==> config.mk <==
export PLATFORM = sky130hd
export DESIGN_NAME = muldiv_out
export DESIGN_NICKNAME = d
export VERILOG_FILES = /design/src/rtl/muldiv_pkg.sv /design/src/rtl/muldiv_div_step.sv /design/src/rtl/muldiv_out.sv
export SDC_FILE = /design/constraint.sdc
export NUM_CORES = 1
export LEC_CHECK = 0
export CAP_MARGIN = 30
export CORE_ASPECT_RATIO = 1.75
export CORE_MARGIN = 2
export CORE_UTILIZATION = 63
export DETAILED_ROUTE_END_ITERATION = 10
export PLACE_DENSITY = 0.83
export SLEW_MARGIN = 20
export SYNTH_ARGS = -nofsm -noshare
export SYNTH_HDL_FRONTEND = slang
export SYNTH_HIERARCHICAL = 1
export SYNTH_SLANG_ARGS = --single-unit
==> constraint.sdc <==
create_clock -name clk_i -period 8.8 [get_ports clk_i]
set_clock_uncertainty 0.2 [all_clocks]
set_input_delay 1.76 -clock clk_i [delete_from_list [all_inputs] [get_ports clk_i]]
set_output_delay 1.76 -clock clk_i [all_outputs]
set_load 0.02 [all_outputs]
==> src/rtl/muldiv_pkg.sv <==
// ---------------------------------------------------------------------------
// muldiv_pkg
// Shared definitions for the RISC-V divide/remainder output stage:
//   - op_e      : DIV / DIVU / REM / REMU encoding of op_i
//   - state_e   : sequencer states IDLE, CALC, FIX, DONE
//   - AB_*      : bit positions inside the 6-bit operand status vector
//                 {Bm1, B1, B0, Am1, A1, A0}
//   - DIV0_Q    : quotient returned for a zero divisor
//   - INT_MIN   : most negative 32-bit value (signed overflow operand/result)
//   - helpers   : signedness test of an op and 32-bit two's complement
// ---------------------------------------------------------------------------
package muldiv_pkg;

  typedef enum logic [1:0] {
    OP_DIV  = 2'b00,
    OP_DIVU = 2'b01,
    OP_REM  = 2'b10,
    OP_REMU = 2'b11
  } op_e;

  typedef enum logic [1:0] {
    IDLE = 2'd0,
    CALC = 2'd1,
    FIX  = 2'd2,
    DONE = 2'd3
  } state_e;

  localparam int AB_A0  = 0;
  localparam int AB_A1  = 1;
  localparam int AB_AM1 = 2;
  localparam int AB_B0  = 3;
  localparam int AB_B1  = 4;
  localparam int AB_BM1 = 5;

  localparam logic [31:0] DIV0_Q  = 32'hFFFF_FFFF;
  localparam logic [31:0] INT_MIN = 32'h8000_0000;

  // Bit 0 of the op code distinguishes unsigned (1) from signed (0) ops.
  function automatic logic is_signed_op(input logic [1:0] op);
    return ~op[0];
  endfunction

  // Bit 1 of the op code selects the remainder instead of the quotient.
  function automatic logic is_rem_op(input logic [1:0] op);
    return op[1];
  endfunction

  function automatic logic [31:0] negate(input logic [31:0] value);
    return ~value + 32'd1;
  endfunction

endpackage

==> src/rtl/muldiv_div_step.sv <==
// ---------------------------------------------------------------------------
// muldiv_div_step
// One combinational restoring-division iteration.
//   rem          in  32  partial remainder from the previous iteration
//   dividend_bit in  1   next dividend bit, MSB first
//   divisor      in  32  divisor magnitude (or raw value for unsigned ops)
//   rem_next     out 32  partial remainder after this iteration
//   quo_bit      out 1   quotient bit produced by this iteration
// ---------------------------------------------------------------------------
module muldiv_div_step (
  input  logic [31:0] rem,
  input  logic        dividend_bit,
  input  logic [31:0] divisor,
  output logic [31:0] rem_next,
  output logic        quo_bit
);

  logic [32:0] shifted;
  logic [32:0] diff;
  logic        borrow;
  logic        unused_diff_msb;

  assign shifted = {rem, dividend_bit};

  // The borrow out of the 33-bit subtraction is the sign of the difference.
  assign {borrow, diff} = {1'b0, shifted} - {2'b00, divisor};

  assign quo_bit = ~borrow;

  // Because the incoming remainder is always below the divisor, both the
  // difference and the restored value fit in 32 bits; bit 32 is always zero.
  assign rem_next = borrow ? shifted[31:0] : diff[31:0];

  assign unused_diff_msb = diff[32];

endmodule

==> src/rtl/muldiv_out.sv <==
// ---------------------------------------------------------------------------
// muldiv_out
// Sequential 32-bit RISC-V divide/remainder unit (DIV, DIVU, REM, REMU)
// working on pre-conditioned operands. Special cases (divide by zero,
// signed overflow, divide by one) finish one cycle after acceptance; all
// other operations run 32 restoring iterations followed by a sign fix-up.
//   clk_i        in  1   clock, rising edge
//   reset_i      in  1   asynchronous active-low reset
//   start_i      in  1   request strobe, honoured only in IDLE
//   op_i         in  2   00 DIV, 01 DIVU, 10 REM, 11 REMU
//   dividend_i   in  32  magnitude of rs1 for signed ops, raw rs1 otherwise
//   divisor_i    in  32  magnitude of rs2 for signed ops, raw rs2 otherwise
//   sign_a_i     in  1   bit 31 of raw rs1
//   sign_b_i     in  1   bit 31 of raw rs2
//   ab_status_i  in  6   {Bm1,B1,B0,Am1,A1,A0} operand flags
//   flush_i      in  1   abort any operation in progress
//   busy_o       out 1   high whenever the unit is not IDLE
//   valid_o      out 1   result_o valid, high only in DONE
//   ready_i      in  1   consumer accepts the result with valid_o
//   result_o     out 32  registered quotient or remainder
// ---------------------------------------------------------------------------
module muldiv_out
  import muldiv_pkg::*;
(
  input  logic        clk_i,
  input  logic        reset_i,
  input  logic        start_i,
  input  logic [1:0]  op_i,
  input  logic [31:0] dividend_i,
  input  logic [31:0] divisor_i,
  input  logic        sign_a_i,
  input  logic        sign_b_i,
  input  logic [5:0]  ab_status_i,
  input  logic        flush_i,
  output logic        busy_o,
  output logic        valid_o,
  input  logic        ready_i,
  output logic [31:0] result_o
);

  state_e      state;
  logic [5:0]  count;
  logic [31:0] rem_q;
  logic [31:0] quo_q;
  logic [31:0] div_q;
  logic [1:0]  op_q;
  logic        sign_a_q;
  logic        sign_b_q;

  logic        signed_in;
  logic [31:0] raw_a;
  logic        div_zero;
  logic        overflow;
  logic        div_one;
  logic        special;
  logic [31:0] special_res;

  logic [31:0] rem_next;
  logic        quo_bit;

  logic        signed_q;
  logic [31:0] quo_fix;
  logic [31:0] rem_fix;
  logic [31:0] fix_res;

  // The A-side flags describe the dividend; no shortcut needs them here.
  logic        unused_a_flags;
  assign unused_a_flags = ^ab_status_i[AB_AM1:AB_A0];

  // Special-case detection on the incoming request. These signals only
  // feed registers loaded on the accepting edge, so result_o stays free of
  // any combinational path from the inputs.
  assign signed_in = is_signed_op(op_i);
  assign raw_a     = (signed_in && sign_a_i) ? negate(dividend_i) : dividend_i;
  assign div_zero  = ab_status_i[AB_B0];
  assign overflow  = signed_in && ab_status_i[AB_BM1] && sign_a_i &&
                     (dividend_i == INT_MIN);
  assign div_one   = ab_status_i[AB_B1];
  assign special   = div_zero || overflow || div_one;

  // Shortcut results with priority divide-by-zero, then overflow, then
  // divide-by-one. A zero divisor leaves rs1 as the remainder, and
  // divide-by-one returns rs1 as the quotient.
  always_comb begin
    special_res = 32'd0;
    if (div_zero) begin
      special_res = is_rem_op(op_i) ? raw_a : DIV0_Q;
    end else if (overflow) begin
      special_res = is_rem_op(op_i) ? 32'd0 : INT_MIN;
    end else if (div_one) begin
      special_res = is_rem_op(op_i) ? 32'd0 : raw_a;
    end
  end

  // One restoring iteration. The quotient register doubles as the dividend
  // shift register: its MSB is the next dividend bit, and the new quotient
  // bit enters at the LSB.
  muldiv_div_step u_div_step (
    .rem          (rem_q),
    .dividend_bit (quo_q[31]),
    .divisor      (div_q),
    .rem_next     (rem_next),
    .quo_bit      (quo_bit)
  );

  // Sign restoration: the quotient is negative when the operand signs
  // differ, and the remainder takes the sign of the dividend.
  assign signed_q = is_signed_op(op_q);
  assign quo_fix  = (signed_q && (sign_a_q ^ sign_b_q)) ? negate(quo_q) : quo_q;
  assign rem_fix  = (signed_q && sign_a_q) ? negate(rem_q) : rem_q;
  assign fix_res  = is_rem_op(op_q) ? rem_fix : quo_fix;

  // Sequencer with registered busy/valid/result. flush_i outranks every
  // other request. In DONE, result_o is only rewritten when a new operation
  // finishes, so it stays stable while the consumer stalls.
  always_ff @(posedge clk_i or negedge reset_i) begin
    if (!reset_i) begin
      state    <= IDLE;
      count    <= 6'd0;
      rem_q    <= 32'd0;
      quo_q    <= 32'd0;
      div_q    <= 32'd0;
      op_q     <= 2'd0;
      sign_a_q <= 1'b0;
      sign_b_q <= 1'b0;
      busy_o   <= 1'b0;
      valid_o  <= 1'b0;
      result_o <= 32'd0;
    end else if (flush_i) begin
      state   <= IDLE;
      count   <= 6'd0;
      busy_o  <= 1'b0;
      valid_o <= 1'b0;
    end else begin
      case (state)
        IDLE: begin
          if (start_i) begin
            op_q     <= op_i;
            sign_a_q <= sign_a_i;
            sign_b_q <= sign_b_i;
            div_q    <= divisor_i;
            quo_q    <= dividend_i;
            rem_q    <= 32'd0;
            count    <= 6'd0;
            busy_o   <= 1'b1;
            if (special) begin
              result_o <= special_res;
              valid_o  <= 1'b1;
              state    <= DONE;
            end else begin
              state <= CALC;
            end
          end
        end

        CALC: begin
          rem_q <= rem_next;
          quo_q <= {quo_q[30:0], quo_bit};
          if (count == 6'd31) begin
            count <= 6'd0;
            state <= FIX;
          end else begin
            count <= count + 6'd1;
          end
        end

        FIX: begin
          result_o <= fix_res;
          valid_o  <= 1'b1;
          state    <= DONE;
        end

        DONE: begin
          if (ready_i) begin
            valid_o <= 1'b0;
            busy_o  <= 1'b0;
            state   <= IDLE;
          end
        end

        default: begin
          state   <= IDLE;
          busy_o  <= 1'b0;
          valid_o <= 1'b0;
        end
      endcase
    end
  end

endmodule

# Word level (Yosys, flattened, before mapping)
# Index checks and enable logic that the tools add are counted.
# word_totals
inputBits	79
wordCells	92
output_inout_bits	34
regBits	142
# classes
bitwise	8
muxes	36
eq_ne	11
reduce_logical	21
n_addsub	5
# op_table
operator	count
$mux 32	15
$pmux 32 s2	3
$add 32x1->32 const B	3
$not 32->32	3
$sub 33x32->34	1
$eq 32x32->1 const B	1
$mux 6	3
$ne 3x3->1 const B	4
$pmux 6 s2	1
$reduce_and 3->1	4
$mux 2	5
$pmux 2 s4	1
$reduce_and 4->1	2
$add 6x1->6 const B	1
$eq 6x5->1 const B	1
$logic_and 1x1->1	6
$mux 1	6
$reduce_bool 3->1	2
$eq 2x2->1 const B	2
$ne 2x2->1 const B	2
$not 1->1	4
$reduce_bool 2->1	2
$reduce_bool 4->1	1
$pmux 1 s3	1
6 further kinds	7

# Logic depth before layout (Yosys ltp)
# Gate-level depths: netlist of run 1.
# depth
ltp_word	10
depth_mapped	14
mapped_depth_nobuf	12

# Modules after synthesis
# The synthesis of run 1 kept the hierarchy.
# modules_own_cells
module	instances	cells_per_inst	area_per_inst_um2	seq_area_each_um2
muldiv_out	1	932	8785.9	3553.4
muldiv_div_step	1	373	2428.6	0.0

# Worst setup path before layout of run 1
# No wires, ideal clock.
# synth_timing
kind	input -> register
from	input dividend_i[20]
to	register result_o[30]
arrival_ns	3.553
n_path_buf	2
slack_ns	4.926
path_stages	8
setup_ns	0.120
required_time_ns	8.480
cell_sequence	buf_6 or4_4 nor3_4 nand4_2 a31o_4 buf_6 and2_0 a41o_1
# synth_via
elab_chain_cells	10
word_cells_on_any_way	17
cone_classes	add/sub (1); eq/ne (2); mux (9); bitwise (1); reduce/logical (4)
# synth_lines
element	line	text
start: declaration	muldiv_out.sv:29	input logic [31:0] dividend_i,
$not 32->32	muldiv_pkg.sv:49	return ~value + 32'd1;
$add 32x1->32	muldiv_pkg.sv:49	
$mux 32	muldiv_out.sv:74	assign raw_a = (signed_in && sign_a_i) ? negate(dividend_i) : dividend_i;
$mux 32	muldiv_out.sv:91	special_res = is_rem_op(op_i) ? 32'd0 : raw_a;
$mux 32	muldiv_out.sv:90	end else if (div_one) begin
$mux 32	muldiv_out.sv:88	end else if (overflow) begin
$mux 32	muldiv_out.sv:86	if (div_zero) begin
$mux 32	muldiv_out.sv:146	if (special) begin
$mux 32	muldiv_out.sv:137	if (start_i) begin
$pmux 32 s2	muldiv_out.sv:135	case (state)
end signal: assignment	muldiv_out.sv:147	result_o <= special_res;
end signal: assignment	muldiv_out.sv:168	result_o <= fix_res;
end: declaration	muldiv_out.sv:38	output logic [31:0] result_o
# Several ways; a longest one is shown, not always the timed one. The select of a mux whose other input is x is not followed.
# A chain may end at the register's enable or synchronous reset.

# Worst setup path after layout of run 1
# layout_timing
from	input dividend_i[0]
to	register result_o[14]
# Same word-level chain as after synthesis.

==> results of run 1 <==
-- final timing paths --
kind	slack, ns	endpoint
max	3.85	result_o[14]
min	0.28	result_o[6]
max reg2reg	5.45	rem_q[28]
min reg2reg	0.28	result_o[6]
max in group asynchronous	6.18	result_o[28]
min in group asynchronous	1.12	quo_q[5]
-- metrics by stage --
stage	hold slack [ns]	total power (µW)	cell area [µm²]	setup slack [ns]
3_3_place_gp	0.262	4450	12300	3.51
5_1_grt	0.311	5750	13000	3.79
6_report	0.280	5360	13000	3.85
3_5_place_dp	0.275	4560	12400	3.50
2_1_floorplan	0.241	3750	11200	4.93
4_1_cts	0.287	5300	12900	3.92
-- cell families (layout without fill, tap and decap cells) --
logic type	after synthesis	in the layout
and+or+nand+nor	402	402
AOI/OAI and AO/OA	397	397
buffers and inverters	144	224
DFF	142	142
xor gates and xnor gates	99	99
muxes	80	80
adders and majority gates	41	41
-- flip-flops by register name, indices dropped and copies added (netlist names) --
name and count:
sign_a_q 1, count 6, valid_o 1, busy_o 1, result_o 32, op_q 2
rem_q 32, state 2, sign_b_q 1, quo_q 32, div_q 32
-- power breakdown --
group	leakage [µW]	total (µW)	switching, µW	internal (µW)
clock	0.000270	718	300	417
combinational	0.00344	3360	1960	1390
sequential	0.00179	1290	349	940
-- worst max-delay path: cells and delay by family --
family                   cells  cell delay [ns]
AND/OR/NAND/NOR              3             1.33
AO/OA/AOI/OAI                3             1.14
buffers and inverters        2             0.69
adder cells (fa/ha/maj)      1             0.19
-- cell type report --
cell class | instances | area, µm² | area share
clock buffers | 19 | 433 | 0.0333
flip-flops and latches | 142 | 3550 | 0.274
repair buffers | 125 | 1260 | 0.0968
clock inverters | 13 | 140 | 0.0108
multi-input cells | 1019 | 7060 | 0.544
well taps | 231 | 289 | 0.0223
inverters | 67 | 251 | 0.0194
-- cells in the mapped netlist, types with 6 or more instances --
library cell  instances
dfrtp_1             142
nand2_1             136
o21ai_0             107
nor2_1               84
inv_1                65
xnor2_1              62
a21oi_1              57
a31oi_1              50
clkbuf_1             48
ha_1                 40
mux2_2               40
mux2i_1              39
xor2_1               37
nor3_1               31
a22o_1               30
nand3_1              17
buf_2                16
o31ai_1              16
nor4_1               15
o211ai_1             14
nand2b_1             13
a21o_1               12
nand4_1              12
or4_1                12
a22oi_1              11
nor2b_1              11
a32o_1               10
or2_2                10
a211oi_1              9
or3_1                 9
and3_1                7
nor3b_1               7
o21ai_1               7
and4_1                6
buf_1                 6
buf_6                 6
-- per-layer routing --
| layer | part of all wire | track usage | wire (µm) |
|---|---|---|---|
| met1 | 0.36 | 0.377 | 11600 |
| met2 | 0.52 | 0.614 | 16800 |
| met3 | 0.067 | 0.0622 | 2170 |
| met4 | 0.057 | 0.200 | 1840 |
| met5 | 0 | 0 | 0 |
==> impl_metrics.csv, run 1 <==
group,metric,value,unit
drt,detail_route.drc_violations,0,
worst_setup_path,critPathRequiredTime,8.98,ns
yosys,synthMuxAreaShare,0.0763,
power,ir_drop,230,µV
yosys,syn_nets,1425,
grt,antenna_found_initial,0,
yosys,synth_edf_count,0,
clocking,cts_setup_buffers,0,
yosys,yosys.area.top_type_share,0.317,
place,post-dp-hpwl,23.8,mm
worst_setup_path,end_kind,"flip-flop",
drt,avgRoutedWirePerCell,20.1,µm
worst_setup_path,startpoint,"dividend_i[0]",
worst_setup_path,crit_chain,"clkdlybuf4s50_1, inv_1, ha_1, nor4b_2, and2_1, nand4_2, a31oi_4, o2111a_1, a211o_1",
yosys,synthDistinctLibCells,91,
place,dpl.cell_count,1580,
worst_setup_path,arrival,5.13,ns
clocking,cts_buffer_depth,2,
clocking,ctsRootBufferMaster,"clkbuf_16",
floorplan,rows,64,
drt,ant_nets,0,
worst_setup_path,crit_path_max_fanout,27,
worst_hold_path,hp-start,"result_o[6]",
grt,grt.total_usage,0.344,
layout,syn2layout_area_growth,15.8,%
yosys,ys_seq_area_frac,0.317,
grt,grt_pass1_wl,52.2,mm
timing,setup_viol,0,
clocking,clk_pin_slew,0.06,ns
layout,nNetsFinal,1492,
grt,grt_overflow_total,0,
worst_setup_path,reg2reg_depth,12,
yosys,synthXorXnorAreaFrac,0.0773,
clocking,ctsResizeCount,0,
floorplan,die_h,180,µm
grt,grt_start_max_net_pins,93,
yosys,async_flop_share,1.00,
yosys,synthAdderAreaFrac,0.0464,
yosys,synth_warnings,6,
grt,grt_pass1_vias,10400,
worst_setup_path,startpoint_type,"input pin",
layout,diodes,0,
place,io_buffer_count,109,
drt,drtIter0Drc,715,
yosys,synth_top_cells_by_area,"dfrtp_1 (32%), xnor2_1 (4.8%), o21ai_0 (4.8%)",
timing,period_minus_slack,4.95,ns
run_status,status,"completed",
timing,period_share,0.563,
timing,max_freq,202,MHz
clocking,cts_tree,"done",
yosys,synth.largest_area_cell,"dfrtp_1",
layout,layout-drive-gt1-share,0.103,
clocking,cts.hold.buffers_added,0,
drt,wl,32.4,mm
worst_setup_path,max_stage_delay,0.73,ns
yosys,synth_top_family_by_area,"compound AO/OA/AOI/OAI gates",
floorplan,initial_utilization,0.642,
drt,avgViaCountPerCell,6.61,
layout,utilization,0.744,
yosys,synth_flop_cell,"dfrtp_1",
layout,fin_cells,1616,
floorplan,core,0.0175,mm²
worst_setup_path,crit_type,"in -> reg",
timing,tightest_slew,1.02,ns
yosys,synth_compound_area_frac,0.244,
timing,maxSlewViolCount,0,
yosys,yosys.area_share.simple,0.185,
worst_setup_path,reg2reg_from,"quo_q[31]",
timing,max_slew_margin,0.312,
floorplan,io_pins,113,
timing,fin_setup_tns,0,ns
yosys,syn_area,0.0112,mm²
layout,layout_common_cells,"dfrtp_1 (142), nand2_1 (136), clkdlybuf4s50_1 (108)",
clocking,clkLatencyLatePin,0.44,ns
clocking,clock-sinks,142,
yosys,syn_inst,1305,
layout,final_common_cell,"dfrtp_1",
power,power_density,413,mW/mm²
yosys,synth_area_per_cell,8.59,µm²
timing,rsz0062_at_grt,"false",
drt,firstDrtPassIters,7,
layout,num-fill-cells,1372,
clocking,numCtsBuffers,17,
job,maxCapViolations,0,
drt,via_count,10700,
floorplan,die_w,105,µm
place,gp_congestion,1.02,
worst_hold_path,hold_path_depth,2,
yosys,synth_seq_cells,142,
power,leakage,0.00550,µW
worst_setup_path,cp_slowest_cell,"a31oi_4",
timing,hold_viol,0,
clocking,h-tree-depth,4,
floorplan,dieArea,0.0189,mm²
worst_hold_path,hold_class,"reg -> reg",
Note: power is estimated with default switching activity, not from simulation.
==> run 2, diff against run 1 <==
--- a/config.mk
+++ b/config.mk
@@ -8,9 +8,9 @@
 export CAP_MARGIN = 30
 export CORE_ASPECT_RATIO = 1.75
 export CORE_MARGIN = 2
-export CORE_UTILIZATION = 63
+export CORE_UTILIZATION = 59
 export DETAILED_ROUTE_END_ITERATION = 10
-export PLACE_DENSITY = 0.83
+export PLACE_DENSITY = 0.78
 export SLEW_MARGIN = 20
 export SYNTH_ARGS = -nofsm -noshare
 export SYNTH_HDL_FRONTEND = slang
==> constraint.sdc (replaced) <==
create_clock -name clk_i -period 5.1 [get_ports clk_i]
set_clock_uncertainty 0.2 [all_clocks]
set_input_delay 1.02 -clock clk_i [delete_from_list [all_inputs] [get_ports clk_i]]
set_output_delay 1.02 -clock clk_i [all_outputs]
set_load 0.02 [all_outputs]
==> impl_metrics.csv, run 2 (synthesis gave the netlist of run 1 again) <==
group,metric,value,unit
clocking,cts.hold.buffers_added,0,
worst_setup_path,critPathCapture,"result_o[19]",
place,post-dp-hpwl,24.3,mm
grt,grt_start_max_net_pins,74,
place,postPlaceCellArea,0.0124,mm²
place,gp_congestion,0.997,
drt,ant_nets,0,
worst_setup_path,end_kind,"flip-flop",
timing,maxSlewViolCount,0,
timing,max_freq,263,MHz
clocking,clock-sinks,142,
timing,holdWs,0.279,ns
timing,hold_viol,0,
grt,grt_pass1_vias,10200,
power,switching_share,0.479,
clocking,cts_buffer_depth,2,
drt,via_count,10400,
layout,nNetsFinal,1497,
power,combPwrFrac,0.618,
clocking,cts_setup_buffers,0,
worst_setup_path,crit_type,"in -> reg",
drt,avgRoutedWirePerCell,19.7,µm
grt,grt.total_usage,0.329,
grt,grt_pass1_wl,52.5,mm
floorplan,dieArea,0.0202,mm²
drt,drtIter0Drc,653,
worst_hold_path,hold_class,"reg -> reg",
timing,rsz0062_at_grt,"false",
power,power,9290,µW
floorplan,die_w,108,µm
worst_setup_path,critPathRequiredTime,5.26,ns
floorplan,initial_utilization,0.604,
timing,fin_setup_tns,0,ns
floorplan,core,0.0186,mm²
clocking,ctsRootBufferMaster,"clkbuf_16",
power,ir_drop,416,µV
floorplan,die_h,186,µm
worst_setup_path,r2r_end,"rem_q[28]",
layout,layout-drive-gt1-share,0.105,
power,p_int,4840,µW
clocking,clkLatencyLatePin,0.44,ns
clocking,clk_pin_slew,0.06,ns
clocking,ctsResizeCount,0,
clocking,numCtsBuffers,17,
drt,avgViaCountPerCell,6.41,
job,maxCapViolations,0,
floorplan,rows,66,
timing,max_slew_margin,0.380,
layout,postLayoutCellArea,0.0130,mm²
floorplan,io_pins,113,
worst_setup_path,reg2reg_depth,12,
worst_setup_path,arrival,3.96,ns
grt,antenna_found_initial,0,
power,power_density,712,mW/mm²
drt,detail_route.drc_violations,0,
run_status,status,"completed",
grt,grt_overflow_total,0,
clocking,cts_tree,"done",
timing,setup_viol,0,
worst_setup_path,startpoint,"dividend_i[0]",
power,leakage,0.00554,µW
timing,period_minus_slack,3.80,ns
worst_setup_path,startpoint_type,"input pin",
power,switching_power,4450,µW
layout,final_common_cell,"dfrtp_1",
layout,syn2layout_area_growth,16.3,%
clocking,h-tree-depth,4,
layout,layout_common_cells,"dfrtp_1 (142), nand2_1 (136), clkdlybuf4s50_1 (108)",
timing,period_share,0.745,
drt,wl,32.0,mm
worst_setup_path,r2r_setup_slack,1.75,ns
drt,firstDrtPassIters,5,
worst_setup_path,crit_path_max_fanout,18,
power,seq_power_share,0.241,
layout,num-fill-cells,1552,
power,clkPwrFrac,0.141,
place,io_buffer_count,109,
timing,tightest_slew,0.926,ns
worst_setup_path,reg2reg_from,"quo_q[31]",
layout,diodes,0,
run 2: area by class of cell:
cell class | count | area (µm²) | area share
well taps | 238 | 298 | 0.0228
clock inverters | 12 | 169 | 0.0129
inverters | 67 | 251 | 0.0193
multi-input cells | 1019 | 7060 | 0.541
clock buffers | 20 | 437 | 0.0335
flip-flops and latches | 142 | 3550 | 0.272
repair buffers | 130 | 1270 | 0.0977
run 2: routing by layer:
layer | part of all wire | global-route usage | vias to the layer above
met4 | 0.046 | 0.159 | 0
met1 | 0.38 | 0.377 | 4967
met3 | 0.052 | 0.0486 | 111
met2 | 0.53 | 0.587 | 407
li1 | - | - | 4956
met5 | 0 | 0 | -
run 2: worst max-delay path, stage by stage:
cell	delay, ns
clkdlybuf4s50_1	0.58
inv_1	0.12
ha_1	0.19
nor4b_2	0.19
buf_4	0.19
and2_1	0.28
nand4_2	0.30
a31oi_4	0.63
buf_4	0.27
nor2_1	0.05
a31oi_1	0.13
run 2: metrics by stage:
step | utilization | setup slack (ns) | cells
floorplan | - | 1.97 | 1305
global placement | 0.668 | 0.979 | 1594
detailed placement | 0.669 | 0.937 | 1595
CTS | 0.702 | 1.38 | 1627
global route | 0.702 | 1.11 | 1628
finish | 0.702 | 1.30 | 1628
run 2: power by group through the flow:
stage	clock (µW)	sequential [µW]	combinational, µW
2_1_floorplan	0	2170	4300
3_3_place_gp	0	2220	5530
3_5_place_dp	0	2240	5640
4_1_cts	1320	2220	5670
5_1_grt	1370	2310	6330
6_report	1310	2240	5740
run 2: worst min path at each step:
stage	from	to	cells past startpoint
final	result_o[7]	result_o[7]	2
after floorplan	count[5]	count[5]	1
after global routing	count[5]	count[5]	1
after global placement	result_o[6]	result_o[6]	2
after detailed placement	result_o[7]	result_o[7]	2
after CTS	result_o[7]	result_o[7]	2
